`config.mk`:
```
export PLATFORM = sky130hd
export DESIGN_NAME = escalonador_rr
export DESIGN_NICKNAME = d
export VERILOG_FILES = /design/src/rtl/so_pkg.sv /design/src/rtl/seletor_rr.sv /design/src/rtl/escalonador_rr.sv
export SDC_FILE = /design/constraint.sdc
export NUM_CORES = 1
export LEC_CHECK = 0
export ABC_CLOCK_PERIOD_IN_PS = 6600
export CAP_MARGIN = 5
export CELL_PAD_IN_SITES_DETAIL_PLACEMENT = 0
export CELL_PAD_IN_SITES_GLOBAL_PLACEMENT = 2
export CORE_MARGIN = 2
export CORE_UTILIZATION = 33
export CTS_BUF_LIST = sky130_fd_sc_hd__clkbuf_8
export CTS_CLUSTER_DIAMETER = 150
export CTS_CLUSTER_SIZE = 28
export DETAILED_ROUTE_END_ITERATION = 8
export GPL_ROUTABILITY_DRIVEN = 0
export HOLD_SLACK_MARGIN = 0.1
export PLACE_DENSITY = 0.95
export SLEW_MARGIN = 20
export SYNTH_ARGS = -nofsm -noshare
export SYNTH_HDL_FRONTEND = slang
export SYNTH_HIERARCHICAL = 1
export SYNTH_SLANG_ARGS = --single-unit
```
`constraint.sdc`:
```
create_clock -name clk -period 6.6 [get_ports clk]
set_clock_uncertainty 0.15 [all_clocks]
set_input_delay 1.32 -clock clk [delete_from_list [all_inputs] [get_ports clk]]
set_output_delay 1.32 -clock clk [all_outputs]
set_load 0.1 [all_outputs]
```
`src/rtl/so_pkg.sv`:
```
// -----------------------------------------------------------------------------
// so_pkg
// Shared definitions for the round-robin process scheduler.
//   - state_t   : scheduler FSM states
//   - PID_SO    : process id owned by the SO/BIOS (no user process)
//   - NUM_PROC  : number of schedulable user processes (ids 1..NUM_PROC)
//   - PID_W     : width of a process id
//   - pid_succ  : next id in the ring 1 -> 2 -> 3 -> 1
// -----------------------------------------------------------------------------
package so_pkg;

    localparam int NUM_PROC = 3;
    localparam int PID_W    = 2;

    localparam logic [PID_W-1:0] PID_SO = '0;

    typedef enum logic [2:0] {
        S_SO      = 3'd0,
        S_SEL     = 3'd1,
        S_RESTORE = 3'd2,
        S_RUN     = 3'd3,
        S_SAVE    = 3'd4,
        S_EXIT    = 3'd5
    } state_t;

    // Id 0 (SO) has no successor of its own; treating it like 3 starts the
    // ring at process 1.
    function automatic logic [PID_W-1:0] pid_succ(input logic [PID_W-1:0] pid);
        logic [PID_W-1:0] nxt;
        case (pid)
            2'd1:    nxt = 2'd2;
            2'd2:    nxt = 2'd3;
            default: nxt = 2'd1;
        endcase
        return nxt;
    endfunction

endpackage

```
`src/rtl/seletor_rr.sv`:
```
// -----------------------------------------------------------------------------
// seletor_rr
// Combinational round-robin picker. Returns the first ready process id found
// after last_pid in the ring 1 -> 2 -> 3 -> 1. last_pid itself is checked
// last, so a lone ready process is re-selected.
//
// Ports
//   mask      in  [NUM_PROC] bit i-1 set = process i ready
//   last_pid  in  [PID_W]    process selected most recently
//   next_pid  out [PID_W]    chosen process (PID_SO when none ready)
//   valid     out            a ready process was found
// -----------------------------------------------------------------------------
module seletor_rr
    import so_pkg::*;
(
    input  logic [NUM_PROC-1:0] mask,
    input  logic [PID_W-1:0]    last_pid,
    output logic [PID_W-1:0]    next_pid,
    output logic                valid
);

    logic [PID_W-1:0] cand_1;
    logic [PID_W-1:0] cand_2;
    logic [PID_W-1:0] cand_3;

    assign cand_1 = pid_succ(last_pid);
    assign cand_2 = pid_succ(cand_1);
    assign cand_3 = pid_succ(cand_2);

    always_comb begin
        next_pid = PID_SO;
        valid    = 1'b0;
        if (mask[cand_1 - 2'd1]) begin
            next_pid = cand_1;
            valid    = 1'b1;
        end else if (mask[cand_2 - 2'd1]) begin
            next_pid = cand_2;
            valid    = 1'b1;
        end else if (mask[cand_3 - 2'd1]) begin
            next_pid = cand_3;
            valid    = 1'b1;
        end
    end

endmodule

```
`src/rtl/escalonador_rr.sv`:
```
// -----------------------------------------------------------------------------
// escalonador_rr
// Round-robin process scheduler. Hands the CPU/memory partitions to one of
// three user processes, sequencing context restore, run, context save and
// return to the SO/BIOS. All outputs are Moore-decoded from registered state.
//
// Build option
//   ESCALONADOR_QUANTUM_EN  defined   : internal 8-bit slice counter, expiry
//                                       after QUANTUM RUN cycles, the
//                                       quantum_over input is ignored.
//                           undefined : expiry = quantum_over, QUANTUM unused.
//
// Parameters
//   QUANTUM       time slice in clk cycles (1..255)
//
// Ports
//   clk           in   system clock, rising edge
//   reset         in   asynchronous, active-low reset
//   proc_add      in   one-cycle pulse: mark proc_add_id ready
//   proc_add_id   in   [2] id to mark ready (0 ignored)
//   HALT          in   running process finished (sampled in S_RUN)
//   quantum_over  in   external time-slice expiry
//   preemp_mode   in   1 = preemptive round-robin, 0 = run until HALT
//   id_proc       out  [2] process owning CPU/memory (0 = SO)
//   Sel_BIOS      out  SO/BIOS owns the CPU
//   Set_ctx       out  pulse: save context of id_proc
//   ctx_restore   out  pulse: restore context of id_proc
//   Set_pid_0     out  pulse: return control to SO
//   ready_mask    out  [3] bit i-1 set = process i ready
//
// state     | meaning
// ----------+-----------------------------------------------------------
// S_SO      | SO/BIOS owns the CPU, waiting for any ready process
// S_SEL     | pick next ready process after last_pid, latch as id_proc
// S_RESTORE | ctx_restore pulse for the newly selected process
// S_RUN     | process running until HALT or (preemptive) slice expiry
// S_SAVE    | Set_ctx pulse for the preempted process
// S_EXIT    | Set_pid_0 pulse, control goes back to the SO
// -----------------------------------------------------------------------------
module escalonador_rr
    import so_pkg::*;
#(
    parameter int QUANTUM = 16
)
(
    input  logic                clk,
    input  logic                reset,
    input  logic                proc_add,
    input  logic [PID_W-1:0]    proc_add_id,
    input  logic                HALT,
    input  logic                quantum_over,
    input  logic                preemp_mode,
    output logic [PID_W-1:0]    id_proc,
    output logic                Sel_BIOS,
    output logic                Set_ctx,
    output logic                ctx_restore,
    output logic                Set_pid_0,
    output logic [NUM_PROC-1:0] ready_mask
);

    if (QUANTUM < 1 || QUANTUM > 255) begin : g_quantum_range
        $error("escalonador_rr: QUANTUM must be within 1..255");
    end

    state_t              state;
    state_t              state_nxt;
    logic [PID_W-1:0]    last_pid;
    logic [PID_W-1:0]    last_nxt;
    logic [PID_W-1:0]    id_nxt;
    logic [NUM_PROC-1:0] mask_nxt;
    logic [PID_W-1:0]    sel_pid;
    logic                sel_valid;
    logic                expiry;

    seletor_rr u_seletor (
        .mask     (ready_mask),
        .last_pid (last_pid),
        .next_pid (sel_pid),
        .valid    (sel_valid)
    );

`ifdef ESCALONADOR_QUANTUM_EN
    localparam logic [7:0] Q_LAST = 8'(QUANTUM - 1);

    logic [7:0] q_count;

    // S_RUN is only ever entered from S_RESTORE, so clearing there gives a
    // fresh slice on every entry to S_RUN.
    always_ff @(posedge clk or negedge reset) begin
        if (!reset) begin
            q_count <= '0;
        end else if (state == S_RESTORE) begin
            q_count <= '0;
        end else if (state == S_RUN) begin
            q_count <= q_count + 8'd1;
        end
    end

    assign expiry = (state == S_RUN) && (q_count == Q_LAST);

    wire unused_quantum_over = quantum_over;
`else
    assign expiry = quantum_over;
`endif

    always_ff @(posedge clk or negedge reset) begin
        if (!reset) begin
            state <= S_SO;
        end else begin
            state <= state_nxt;
        end
    end

    always_comb begin
        state_nxt = state;
        id_nxt    = id_proc;
        last_nxt  = last_pid;
        mask_nxt  = ready_mask;

        case (state)
            S_SO: begin
                if (|ready_mask) begin
                    state_nxt = S_SEL;
                end
            end
            S_SEL: begin
                if (sel_valid) begin
                    state_nxt = S_RESTORE;
                    id_nxt    = sel_pid;
                    last_nxt  = sel_pid;
                end else begin
                    state_nxt = S_SO;
                end
            end
            S_RESTORE: begin
                state_nxt = S_RUN;
            end
            S_RUN: begin
                // HALT has priority over a slice expiry in the same cycle.
                if (HALT) begin
                    state_nxt                  = S_EXIT;
                    mask_nxt[id_proc - 2'd1]   = 1'b0;
                    id_nxt                     = PID_SO;
                end else if (preemp_mode && expiry) begin
                    state_nxt = S_SAVE;
                end
            end
            S_SAVE: begin
                state_nxt = S_SEL;
            end
            S_EXIT: begin
                state_nxt = S_SO;
            end
            default: begin
                state_nxt = S_SO;
                id_nxt    = PID_SO;
            end
        endcase

        // Applied after the HALT clear so a same-cycle add of that id wins.
        if (proc_add && (proc_add_id != PID_SO)) begin
            mask_nxt[proc_add_id - 2'd1] = 1'b1;
        end
    end

    always_ff @(posedge clk or negedge reset) begin
        if (!reset) begin
            id_proc    <= PID_SO;
            last_pid   <= 2'd3;
            ready_mask <= '0;
        end else begin
            id_proc    <= id_nxt;
            last_pid   <= last_nxt;
            ready_mask <= mask_nxt;
        end
    end

    assign Sel_BIOS    = (state == S_SO) || (state == S_EXIT);
    assign Set_ctx     = (state == S_SAVE);
    assign ctx_restore = (state == S_RESTORE);
    assign Set_pid_0   = (state == S_EXIT);

endmodule
```
-- After elaboration in Yosys (flattened, before gate mapping)
Cells that the tools add are included.
- logic and storage cells: 77
- output and inout port bits: 9
- RAM bits: 0
- input port bits: 8
- latch bits: 0
- bits in read-only memories: 0
- flip-flop bits (word level): 10
- memories kept: 0
- mux-type cells: 30
- magnitude comparators: 7
- equal/unequal tests: 15
- bitwise gates (word level): 4
- shift-type cells: 0
- div/mod/pow operators: 0
- $add $sub $neg: 5
- reduce and logical (&&, ||, !) cells: 12
- multiply operators: 0
- operator list (cell ; number):
    $mux 3 ; 6
    $lt 2x3->1 const B ; 5
    $pmux 3 s5 ; 1
    $mux 2 ; 6
    $pmux 2 s2 ; 3
    $sub 2x1->2 const B ; 5
    $mux 1 ; 8
    $bmux 1 s2 ; 3
    $eq 2x1->1 const B ; 3
    $eq 2x2->1 const B ; 3
    $eq 3x2->1 const B ; 2
    $eq 3x3->1 const B ; 2
    $ne 2x2->1 const B ; 3
    $pmux 2 s3 ; 1
    $demux 1 s2 ; 2
    $ge 2x1->1 const B ; 2
    $logic_and 1x1->1 ; 4
    $reduce_and 2->1 ; 2
    $reduce_or 4->1 ; 1
    $and 3x3->3 ; 1
    $eq 3x1->1 const B ; 1
    $logic_not 3->1 ; 1
    $ne 3x3->1 const B ; 1
    $not 3->3 ; 1
    6 further kinds ; 6

-- Depth between registers and ports, before layout
Gate-level depths: netlist of the first run.
- depth after elaboration: 14
- gate-level depth with buffers: 10

-- Cells and area by module
Netlist of the first run, hierarchy kept.
- by module, submodules not included (module ; sequential area each (µm²) ; area each (µm²) ; cells each ; instances):
    escalonador_rr ; 252.7 ; 516.7 ; 46 ; 1
    seletor_rr ; 0.0 ; 225.2 ; 35 ; 1

-- Worst setup path after synthesis of the first run
No wires, ideal clock.
- path type: register -> output
- start point: reg state[1]
- end point: out Set_ctx
- cell stages (with the launch flop): 3
- buffers on the path: 1
- arrival: 2.749 ns
- setup slack: 2.381 ns
- path through: dfrtp_1 -> buf_2 -> nor3b_1
- longest elaborated chain between the ends: 1
- RTL lines (what ; RTL line ; source):
    start, declared ; escalonador_rr.sv:65 ; state_t state;
    start signal, assigned ; escalonador_rr.sv:110 ; state <= state_nxt;
    $eq 3x3->1 ; escalonador_rr.sv:179 ; assign Set_ctx = (state == S_SAVE);
    end, declared ; escalonador_rr.sv:55 ; output logic Set_ctx,
No other way between the ends.

-- Worst setup path after layout of the first run
- start point: reg state[0]
- end point: out Sel_BIOS
- longest elaborated chain between the ends: 2
- elaborated cells on any way between the ends: 3
- those cells by class: eq/ne: 1; reduce/logical: 2
- RTL lines (what ; RTL line ; source):
    $eq 3x3->1 or $logic_not 3->1 (tied branches) ; escalonador_rr.sv:178 ; assign Sel_BIOS = (state == S_SO) || (state == S_EXIT);
    $logic_or 1x1->1 (*) ; escalonador_rr.sv:178 ;
    end, declared ; escalonador_rr.sv:54 ; output logic Sel_BIOS,
Mark *: on every way between the ends. The rest lies on a longest branch, timed or not.

==> run_results.csv, run 1 <==
group,metric,value,unit
place,dp_hpwl,1180,µm
cells_and_area,final_util,0.434,
critical_path,worstPathRequired,5.13,ns
critical_path,critPathKind,"reg2out",
floorplanning,die_h,51.4,µm
timing,holdWs,0.426,ns
grt,grt_pass1_wl,2860,µm
synth,ys_seq_elements,10,
detailed_routing,dr.pass1.iters,4,
cells_and_area,layout_commonest_cell,"clkdlybuf4s50_1",
synth,synth.largest_area_cell,"dfrtp_1",
cts,cts_buffer_depth,2,
floorplanning,start_util,0.342,
synth,syn_area_per_cell,9.16,µm²
cells_and_area,layout-drive-gt1-share,0.105,
critical_path,start_kind,"flop",
grt,track_usage,0.146,
cts,cts_max_level,1,
synth,ys.flop_type,"dfrtp_1",
critical_path,crit_fanout,12,
detailed_routing,routed_wl,1640,µm
cells_and_area,layout_common_cells,"clkdlybuf4s50_1 (16), dfrtp_1 (8), nand2_1 (7)",
cells_and_area,num-nets-final,107,
cts,cts_hold_buf,0,
cells_and_area,area_growth,26.8,%
timing,setup_viol,0,
timing,fin_setup_tns,0,ns
synth,netlist_area,742,µm²
floorplanning,core.rowCount,17,
timing,tightest_slew,0.966,ns
run,drv_cap,0,
synth,ys_seq_area_frac,0.341,
timing,fmax,0.272,GHz
min_path,worstHoldPathCells,1,
grt,overflow,0,
timing,slew_headroom,0.354,
synth,yosys-top-cells-area,"dfrtp_1 (27%), dfstp_2 (7.1%), ha_1 (5.1%), mux2_4 (4.0%), nand2_1 (3.5%)",
synth,syn_inst,81,
place,io_buffer_count,16,
synth,synth_nets,92,
timing,min_period,3.67,ns
cts,clk-insertion-delay-late,0.24,ns
grt,grt_pass1_vias,592,
min_path,worstHoldStart,"id_proc[1]$_DFFE_PN0P_",
critical_path,max_stage_delay,1.14,ns
floorplanning,ioPinCount,17,
cells_and_area,fillers,235,
cells_and_area,seq_area,253,µm²
critical_path,rr_worst_depth,7,
detailed_routing,drc_errors,0,
critical_path,timing.rr.end,"last_pid[1]$_DFFE_PN1P_",
critical_path,path_buf_inv,1,
cts,cts-root-buf,"clkbuf_8",
critical_path,crit-reg2reg-launch,"last_pid[0]$_DFFE_PN1P_",
status,status,"finished clean",
cts,numClockSinks,10,
critical_path,cp-end-kind,"output pin",
synth,synth_cell_types,36,
grt,grt_max_degree,13,
min_path,min_path_type,"reg2reg",
timing,hold_violations,0,
floorplanning,chipWidth,51.4,µm
timing,rsz0062_at_grt,"false",
cts,clk_pin_slew_worst_paths,0.05,ns
cts,cts-resized-gates,0,
detailed_routing,wire_per_inst,13.4,µm
synth,ys_async_sr_fraction,1.00,
detailed_routing,vias_per_cell,5.20,
cells_and_area,antenna_cells,0,
critical_path,crit_chain,"xor2_1 -> nor2_1 -> clkdlybuf4s50_1",
cts,cts_tree,"built",
detailed_routing,first_iter_violations,8,
synth,synth_edf_count,0,
critical_path,crit_family,"buffers and inverters",
cts,numCtsBuffers,3,
cts,cts_setup_buffers,0,
critical_path,r2r_slack,4.27,ns
detailed_routing,ant_nets,0,
critical_path,critical_path_arrival,2.20,ns
floorplanning,die-area,2640,µm²
detailed_routing,via_count,640,
cells_and_area,multi_input_area,433,µm²
floorplanning,core,2170,µm²
synth,synth_warnings,6,
critical_path,cpMaxStageDelayCell,"clkdlybuf4s50_1",
synth,netlist.area_leader.share,0.270,
timing,min_period_over_period,0.556,
min_path,hold_end,"id_proc[1]$_DFFE_PN0P_",
grt,antenna_found_initial,0,
timing,slew_viol_final,0,
-- flip-flops by register name, summed over array words and instances, names as in the netlist --
name        flops
state           3
ready_mask      3
id_proc         2
last_pid        2
-- worst register-to-register path: stages, from the launching register on --
cell	delay, ns
dfstp_2	0.56
inv_1	0.05
ha_1	0.40
nor2b_1	0.21
a21oi_1	0.06
o21ai_1	0.20
and4bb_4	0.32
mux2_4	0.31
-- cells in the mapped netlist, drive strengths merged (2+ instances only) --
master,instances
o21ai,7
a22o,2
nand2b,3
nand2,7
ha,3
inv,4
buf,6
mux2,2
nand4b,2
a31oi,2
mux2i,2
dfrtp,8
dfstp,2
a21oi,5
nor3b,2
nand3b,2
nor2,5
o22ai,3
a21o,2
-- cell families after synthesis --
family          Yosys count  share of synthesized area
fa+ha+maj                 3                     0.0506
flops                    10                      0.341
compound gates           25                      0.224
mux                       4                     0.0675
simple gates             28                      0.229
xor+xnor                  1                     0.0118
buf+inv                  10                     0.0759
-- per-stage QoR --
| step | cells | setup slack [ns] | instance area, µm² |
|---|---|---|---|
| floorplan | 81 | 2.38 | 742 |
| global placement | 119 | 3.22 | 896 |
| detailed placement | 119 | 3.19 | 896 |
| CTS | 123 | 2.93 | 941 |
| global route | 123 | 2.82 | 941 |
| finish | 123 | 2.93 | 941 |
-- area by class of cell --
cell class,instances,area share
Sequential cell,10,0.269
Clock inverter,1,0.00399
Clock buffer,3,0.0439
Tap cell,28,0.0372
Inverter,4,0.0160
Multi-Input combinational cell,61,0.460
Timing Repair Buffer,16,0.170
-- metal layers --
metal / GRT usage / up-vias / routed length, µm
met5: 0 / - / 0
met4: 0.0658 / 0 / 27
met3: 0.0263 / 3 / 53
met2: 0.222 / 14 / 722
met1: 0.200 / 298 / 840
li1: - / 325 / -
-- how the worst max path moves through the flow --
stage | slack [ns] | cells after the start | startpoint | endpoint
floorplan | 2.38 | 2 | state[1]$_DFFE_PN0P_ | Set_ctx
global placement | 3.22 | 3 | state[0]$_DFFE_PN0P_ | Sel_BIOS
detailed placement | 3.19 | 3 | state[0]$_DFFE_PN0P_ | Sel_BIOS
CTS | 2.93 | 3 | state[0]$_DFFE_PN0P_ | Sel_BIOS
global route | 2.82 | 3 | state[0]$_DFFE_PN0P_ | Sel_BIOS
finish | 2.93 | 3 | state[0]$_DFFE_PN0P_ | Sel_BIOS
Power of run 1 is left out: the tool's default activity adds up to more than one toggle a clock period on the data nets, which glitch-free logic cannot reach.
==> run 2: changes to the inputs <==
ABC_CLOCK_PERIOD_IN_PS = 3700   (was 6600)
CORE_UTILIZATION = 30   (was 33)
PLACE_DENSITY = 0.89   (was 0.95)
clock period = 3.7 ns   (was 6.6 ns; I/O delays follow)
==> run_results.csv, run 2 (same netlist as run 1, synthesis figures left out) <==
group,metric,value,unit
status,status,"finished clean",
floorplanning,start_util,0.308,
detailed_routing,ant_nets,0,
cts,clk-insertion-delay-late,0.24,ns
critical_path,critical_path_arrival,1.78,ns
timing,tightest_slew,0.960,ns
cells_and_area,area_growth,24.3,%
place,dp_hpwl,1120,µm
cells_and_area,num-nets-final,107,
cells_and_area,layout_commonest_cell,"clkdlybuf4s50_1",
timing,hold_violations,0,
cts,cts-resized-gates,0,
timing,rsz0062_at_grt,"false",
critical_path,cpMaxStageDelayCell,"clkdlybuf4s50_1",
cts,cts-root-buf,"clkbuf_8",
cts,cts_hold_buf,0,
timing,fin_setup_tns,0,ns
cts,numCtsBuffers,3,
timing,fmax,0.375,GHz
critical_path,crit_family,"buffers and inverters",
cts,cts_buffer_depth,2,
floorplanning,chipWidth,53.7,µm
critical_path,path_buf_inv,1,
cells_and_area,layout_common_cells,"clkdlybuf4s50_1 (9), dfrtp_1 (8), nand2_1 (7), buf_4 (7)",
grt,grt.met3_usage,0.00833,
detailed_routing,via_count,625,
grt,grt_max_degree,13,
grt,antenna_found_initial,0,
cts,cts_setup_buffers,0,
floorplanning,die_h,53.7,µm
timing,slew_viol_final,0,
critical_path,r2r_slack,1.37,ns
floorplanning,die-area,2890,µm²
detailed_routing,first_iter_violations,11,
cells_and_area,antenna_cells,0,
detailed_routing,dr.pass1.iters,4,
place,io_buffer_count,16,
run,drv_cap,0,
floorplanning,ioPinCount,17,
grt,track_usage,0.124,
critical_path,worstPathRequired,2.81,ns
cells_and_area,fillers,239,
detailed_routing,vias_per_cell,5.04,
timing,setup_viol,0,
grt,grt_busiest_layer,"met2",
critical_path,critPathKind,"reg2out",
cells_and_area,layout-drive-gt1-share,0.181,
grt,grt_pass1_wl,2610,µm
critical_path,crit_chain,"clkdlybuf4s50_1",
critical_path,max_stage_delay,1.15,ns
cells_and_area,top_regs,"ready_mask x3, state x3",
cts,clk_pin_slew_worst_paths,0.04,ns
detailed_routing,wire_per_inst,12.4,µm
grt,overflow,0,
critical_path,cp-end-kind,"output pin",
cts,cts_max_level,1,
timing,slew_headroom,0.358,
timing,min_period,2.67,ns
min_path,min_path_type,"reg2reg",
cts,numClockSinks,10,
grt,grt_util_met1,0.170,
timing,holdWs,0.409,ns
grt,grt_use_met2,0.195,
floorplanning,core.rowCount,18,
detailed_routing,routed_wl,1540,µm
cts,cts_tree,"built",
grt,grt_pass1_vias,578,
critical_path,crit_fanout,5,
floorplanning,core,2410,µm²
detailed_routing,drc_errors,0,
critical_path,start_kind,"flop",
cells_and_area,final_util,0.383,
timing,min_period_over_period,0.721,
-- run 2: metrics by stage --
step / cells / setup WS (ns) / area, µm²
3_3_place_gp: 121 / 1.30 / 881
4_1_cts: 124 / 1.03 / 922
2_1_floorplan: 81 / 0.0613 / 742
3_5_place_dp: 121 / 1.28 / 881
5_1_grt: 124 / 0.989 / 922
6_report: 124 / 1.03 / 922
-- run 2: cell type report --
type / count / area (µm²) / share of cell area
Multi-Input combinational cell: 61 / 433 / 0.469
Sequential cell: 10 / 253 / 0.274
Timing Repair Buffer: 16 / 143 / 0.155
Clock buffer: 3 / 41.3 / 0.0448
Tap cell: 30 / 37.5 / 0.0407
Inverter: 4 / 15.0 / 0.0163
-- run 2: path summary, 6_finish.rpt --
path | startpoint | end | depth (start not counted)
worst max-delay path | id_proc[1]$_DFFE_PN0P_ | id_proc[1] | 1
worst min-delay path | id_proc[0]$_DFFE_PN0P_ | id_proc[0]$_DFFE_PN0P_ | 1
worst max register to register | last_pid[0]$_DFFE_PN1P_ | last_pid[1]$_DFFE_PN1P_ | 8
worst min register to register | id_proc[0]$_DFFE_PN0P_ | id_proc[0]$_DFFE_PN0P_ | 1
max in group asynchronous | reset | last_pid[1]$_DFFE_PN1P_ | 1
min in group asynchronous | reset | state[0]$_DFFE_PN0P_ | 1
-- run 2: metal layers --
layer / up-vias / routed length (µm)
met1: 286 / 783
met5: - / 0
li1: 322 / -
met4: 0 / 32
met3: 3 / 50
met2: 14 / 674
Power of run 2 is left out for the same reason.
==> run 3: changes to the inputs <==
ABC_CLOCK_PERIOD_IN_PS = 2800   (was 3700)
clock period = 2.8 ns   (was 3.7 ns; I/O delays follow)
==> run_results.csv, run 3 (same netlist as run 1, synthesis figures left out) <==
group,metric,value,unit
status,status,"finished clean",
detailed_routing,routed_wl,1600,µm
floorplanning,ioPinCount,17,
timing,slew_headroom,0.712,
critical_path,cp-end-kind,"flop",
grt,grt_pass1_vias,580,
critical_path,crit_family,"flip-flops",
detailed_routing,wire_per_inst,12.8,µm
grt,track_usage,0.130,
critical_path,start_kind,"flop",
timing,holdWs,0.441,ns
cts,cts_setup_buffers,0,
detailed_routing,met1_length,773,µm
timing,min_period_over_period,0.839,
cts,cts-resized-gates,0,
cells_and_area,layout-drive-gt1-share,0.211,
cts,numClockSinks,10,
detailed_routing,via_count,651,
grt,overflow,0,
cells_and_area,layout_commonest_cell,"buf_4",
floorplanning,core.rowCount,18,
cells_and_area,antenna_cells,0,
timing,setup_viol,0,
timing,rsz0062_at_grt,"false",
critical_path,critPathKind,"reg2reg",
cts,clk_pin_slew_worst_paths,0.05,ns
detailed_routing,drc_errors,0,
detailed_routing,dr.pass1.iters,2,
floorplanning,core,2410,µm²
min_path,min_path_type,"reg2reg",
cts,cts-root-buf,"clkbuf_8",
cts,clk-insertion-delay-late,0.23,ns
cts,cts_hold_buf,0,
cells_and_area,layout_common_cells,"buf_4 (9), dfrtp_1 (8), nand2_1 (7), clkdlybuf4s50_1 (7)",
detailed_routing,met3_wirelength,59,µm
grt,grt_pass1_wl,2660,µm
floorplanning,start_util,0.308,
place,io_buffer_count,16,
critical_path,critical_path_arrival,2.36,ns
run,drv_cap,0,
floorplanning,die_h,53.7,µm
timing,slew_viol_final,0,
timing,min_period,2.35,ns
timing,hold_violations,0,
detailed_routing,vias_per_cell,5.21,
floorplanning,die-area,2890,µm²
detailed_routing,top_layer,"met4",
detailed_routing,ant_nets,0,
floorplanning,chipWidth,53.7,µm
detailed_routing,first_iter_violations,1,
timing,fin_setup_tns,0,ns
timing,tightest_slew,0.430,ns
cells_and_area,top_regs,"ready_mask x3, state x3",
detailed_routing,routed-wl-met2,744,µm
grt,antenna_found_initial,0,
grt,grt_max_degree,13,
cts,numCtsBuffers,3,
critical_path,crit_fanout,10,
critical_path,max_stage_delay,0.55,ns
cells_and_area,fillers,246,
critical_path,worstPathRequired,2.81,ns
critical_path,cpMaxStageDelayCell,"dfstp_2",
critical_path,path_buf_inv,1,
cells_and_area,area_growth,24.8,%
cts,cts_tree,"built",
timing,fmax,0.426,GHz
place,dp_hpwl,1150,µm
critical_path,crit_chain,"inv_1 -> ha_1 -> nor2_1 -> a21oi_1 -> a211oi_1 -> o21ai_1 -> and4bb_4 -> mux2_4",
cts,cts_buffer_depth,2,
cts,cts_max_level,1,
cells_and_area,num-nets-final,107,
==> run 3: cell types whose count changed in the layout (fill, tap and decap cells not counted), sizes merged <==
| cell | before | now |
|---|---|---|
| buf | 7 | 9 |
| clkdlybuf4s50 | 9 | 7 |
| inv | 4 | 5 |
==> run 3: path summary, 6_finish.rpt <==
path	cells past startpoint	slack [ns]	start	end
min in group asynchronous	1	0.48	reset	ready_mask[2]$_DFF_PN0_
setup reg to reg	8	0.45	last_pid[0]$_DFFE_PN1P_	last_pid[0]$_DFFE_PN1P_
hold reg to reg	1	0.44	id_proc[0]$_DFFE_PN0P_	id_proc[0]$_DFFE_PN0P_
setup / recovery	8	0.45	last_pid[0]$_DFFE_PN1P_	last_pid[0]$_DFFE_PN1P_
max in group asynchronous	1	1.69	reset	last_pid[1]$_DFFE_PN1P_
hold / removal	1	0.44	id_proc[0]$_DFFE_PN0P_	id_proc[0]$_DFFE_PN0P_
==> run 3: stage by stage <==
step	utilization	instances	setup slack (ns)	cell area, µm²
finish	0.384	125	0.451	926
detailed placement	0.366	121	0.470	881
global placement	0.366	121	0.508	881
CTS	0.384	125	0.451	926
global route	0.384	125	0.326	926
floorplan	-	81	-0.658	747
==> run 3: cell type report <==
class | instances | area, µm² | share of cell area
Multi-Input combinational cell | 61 | 438 | 0.473
Sequential cell | 10 | 253 | 0.273
Timing Repair Buffer | 16 | 138 | 0.149
Clock buffer | 3 | 41.3 | 0.0446
Tap cell | 30 | 37.5 | 0.0405
Inverter | 4 | 15.0 | 0.0162
Clock inverter | 1 | 3.75 | 0.00405
==> run 3: metal layers <==
layer | vias to the layer above | track usage
li1 | 324 | -
met2 | 15 | 0.205
met4 | 0 | 0.0641
met3 | 3 | 0.0333
met5 | - | 0
met1 | 309 | 0.162
==> run 3: worst register-to-register path, stage by stage (launching register included) <==
cell	delay, ns
dfstp_2	0.55
inv_1	0.05
ha_1	0.40
nor2_1	0.13
a21oi_1	0.05
a211oi_1	0.27
o21ai_1	0.13
and4bb_4	0.24
mux2_4	0.30
Power of run 3 is left out for the same reason.
==> edit: new RTL, settings of run 1 <==
`PID_W`: 2 -> 4.
--- a/src/rtl/so_pkg.sv
+++ b/src/rtl/so_pkg.sv
@@ -12,3 +12,3 @@
     localparam int NUM_PROC = 3;
-    localparam int PID_W    = 2;
+    localparam int PID_W    = 4;
 
Ports: changed (resized id_proc and proc_add_id); port bits go from 17 to 21. The function was not compared with the original's and may differ.
==> edit against run 1 <==
  * Cell area rose by 11%
  * Sequential cell count rose by 4
  * Highest routed layer unchanged
  * Worst setup slack worse by 0.058 ns
  * Final cell count up 7.3%
  * Critical endpoint is now ctx_restore
  * Via count grew 5.2%
  * Routed wire length increased by 4.0%
  * Synthesized area up 5.6%
Power is not shown: default switching activity piles up to over one toggle a cycle in this logic, so the estimate is an artifact.
==> edit: results (changes against run 1) <==
* Vias in the first global route at 611 (+3.2%)
* Htree depth at 1 (unchanged)
* Hold EP: last_pid[1]
* Nets at 115 (+7.5%)
* Drt initial violations at 5 (-3)
* First-pass DRT Iterations at 4 (unchanged)
* Setup bufs post-CTS at 0 (unchanged)
* N_diodes at 0 (unchanged)
* Num CTS Buffers at 3 (unchanged)
* HP Start: last_pid[1]
* Worst Max-Slew Pin Slew at 0.977 ns (+0.0112 ns)
* Async SR Flop Fraction at 1.00 (unchanged)
* Placed cell areas at 986 µm² (+10%)
* First-pass GRT wire length at 2770 µm (-3.2%)
* Hold crit path type: reg2reg
* Worst r2r dst: id_proc[1]
* Share of post-route cells with drive strength above 1 at 0.0865 (-0.0187)
* Root Driver: clkbuf_8
* CP delay by family, top: buffers and inverters
* Synth area leaders: dfrtp_1 (38%), nand2_1 (11%), dfstp_2 (6.7%)
* Largest net degree at the start of global routing at 15 (+2)
* Gr usage total at 0.137 (-0.00880)
* Top post-synthesis cells by count: nand2_1 (22), dfrtp_1 (12), o21ai_0 (5), nor3b_1 (4)
* Worst EP arrival at 2.26 ns (+0.06 ns)
* Status: finished clean
* Detailed Route WL at 1710 µm (+4.0%)
* Yosys warning count at 6 (unchanged)
* Top_reg_cell synth: dfrtp_1
* Initial antenna violation count at 0 (unchanged)
* Worst path slowest cell: clkdlybuf4s50_1
* Port-buffer cells at 20 (+4)
* Max Buffers Root-to-Sink at 2 (unchanged)
* Sequential area share after synthesis at 0.450 (+0.110)
* Top flop regs: id_proc (4), last_pid (4)
* Worst-case reg-to-reg path depth at 4 (-3)
* Yosys cell types at 36 (unchanged)
* Hold WS at 0.328 ns (-0.0983 ns)
* Critical Path Max Stage Delay at 1.18 ns (+0.04 ns)
* Post-CTS sizing at 0 (unchanged)
* Clock transition at path regs at 0.05 ns (about the same)
* Clk_lat worst skew at around 0.25 ns
* Hold path depth at 2 (+1)
* Dpl hpwl at 1300 µm (+9.7%)
* Max FO, Critical Path at 12 (unchanged)
* Crit Reg-Reg Startpoint: ready_mask[0]
* Setup slack, reg-to-reg at 4.86 ns (+0.59 ns)
* Vias per Instance at 5.10 (-2.0%)
edit: cell count changes after synthesis, sizes merged, moves of 2 or more:
cell	before	now
nand4b	2	0
nor2	5	3
nand2	7	22
a21o	2	0
a21oi	5	2
mux2i	2	0
mux2	2	0
inv	4	2
nor3b	2	4
o41ai	0	3
ha	3	0
nand2b	3	1
dfrtp	8	12
o22ai	3	1
edit: logic make-up after synthesis:
group           after synthesis  share of synthesized area
buf+inv                       7                     0.0559
simple gates                 41                      0.296
xor+xnor                      1                     0.0112
other cells                   1                    0.00479
compound gates               20                      0.182
flops                        14                      0.450
edit: worst max-delay path by stage:
| stage | from | to | cells after the start |
|---|---|---|---|
| floorplan | state[1] | ctx_restore | 2 |
| global placement | state[1] | ctx_restore | 2 |
| detailed placement | state[1] | ctx_restore | 2 |
| CTS | state[1] | ctx_restore | 2 |
| global route | state[1] | ctx_restore | 2 |
| finish | state[1] | ctx_restore | 2 |
edit: cell type report:
type	instances	area, µm²
Fill cell	218	1190
Sequential cell	14	353
Multi-Input combinational cell	64	390
Timing Repair Buffer	20	200
Tap cell	28	35.0
Inverter	2	7.51
Clock buffer	4	55.1
edit: metrics by stage:
| step | cells | setup slack (ns) |
|---|---|---|
| 2_1_floorplan | 85 | 2.35 |
| 3_3_place_gp | 128 | 3.18 |
| 3_5_place_dp | 128 | 3.15 |
| 4_1_cts | 132 | 2.87 |
| 5_1_grt | 132 | 2.72 |
| 6_report | 132 | 2.87 |
edit: per-layer routing:
metal / vias up / global-route usage / share of wire
met5: - / 0 / 0
met1: 314 / 0.183 / 0.50
li1: 342 / - / -
met3: 3 / 0.0286 / 0.049
met2: 14 / 0.217 / 0.44
met4: 0 / 0.0513 / 0.015
edit: tightest hold or removal path: cells and delay by family (launching register included):
family / cells / cell delay, ns
AND/OR/NAND/NOR: 2 / 0.09
flip-flops: 1 / 0.38
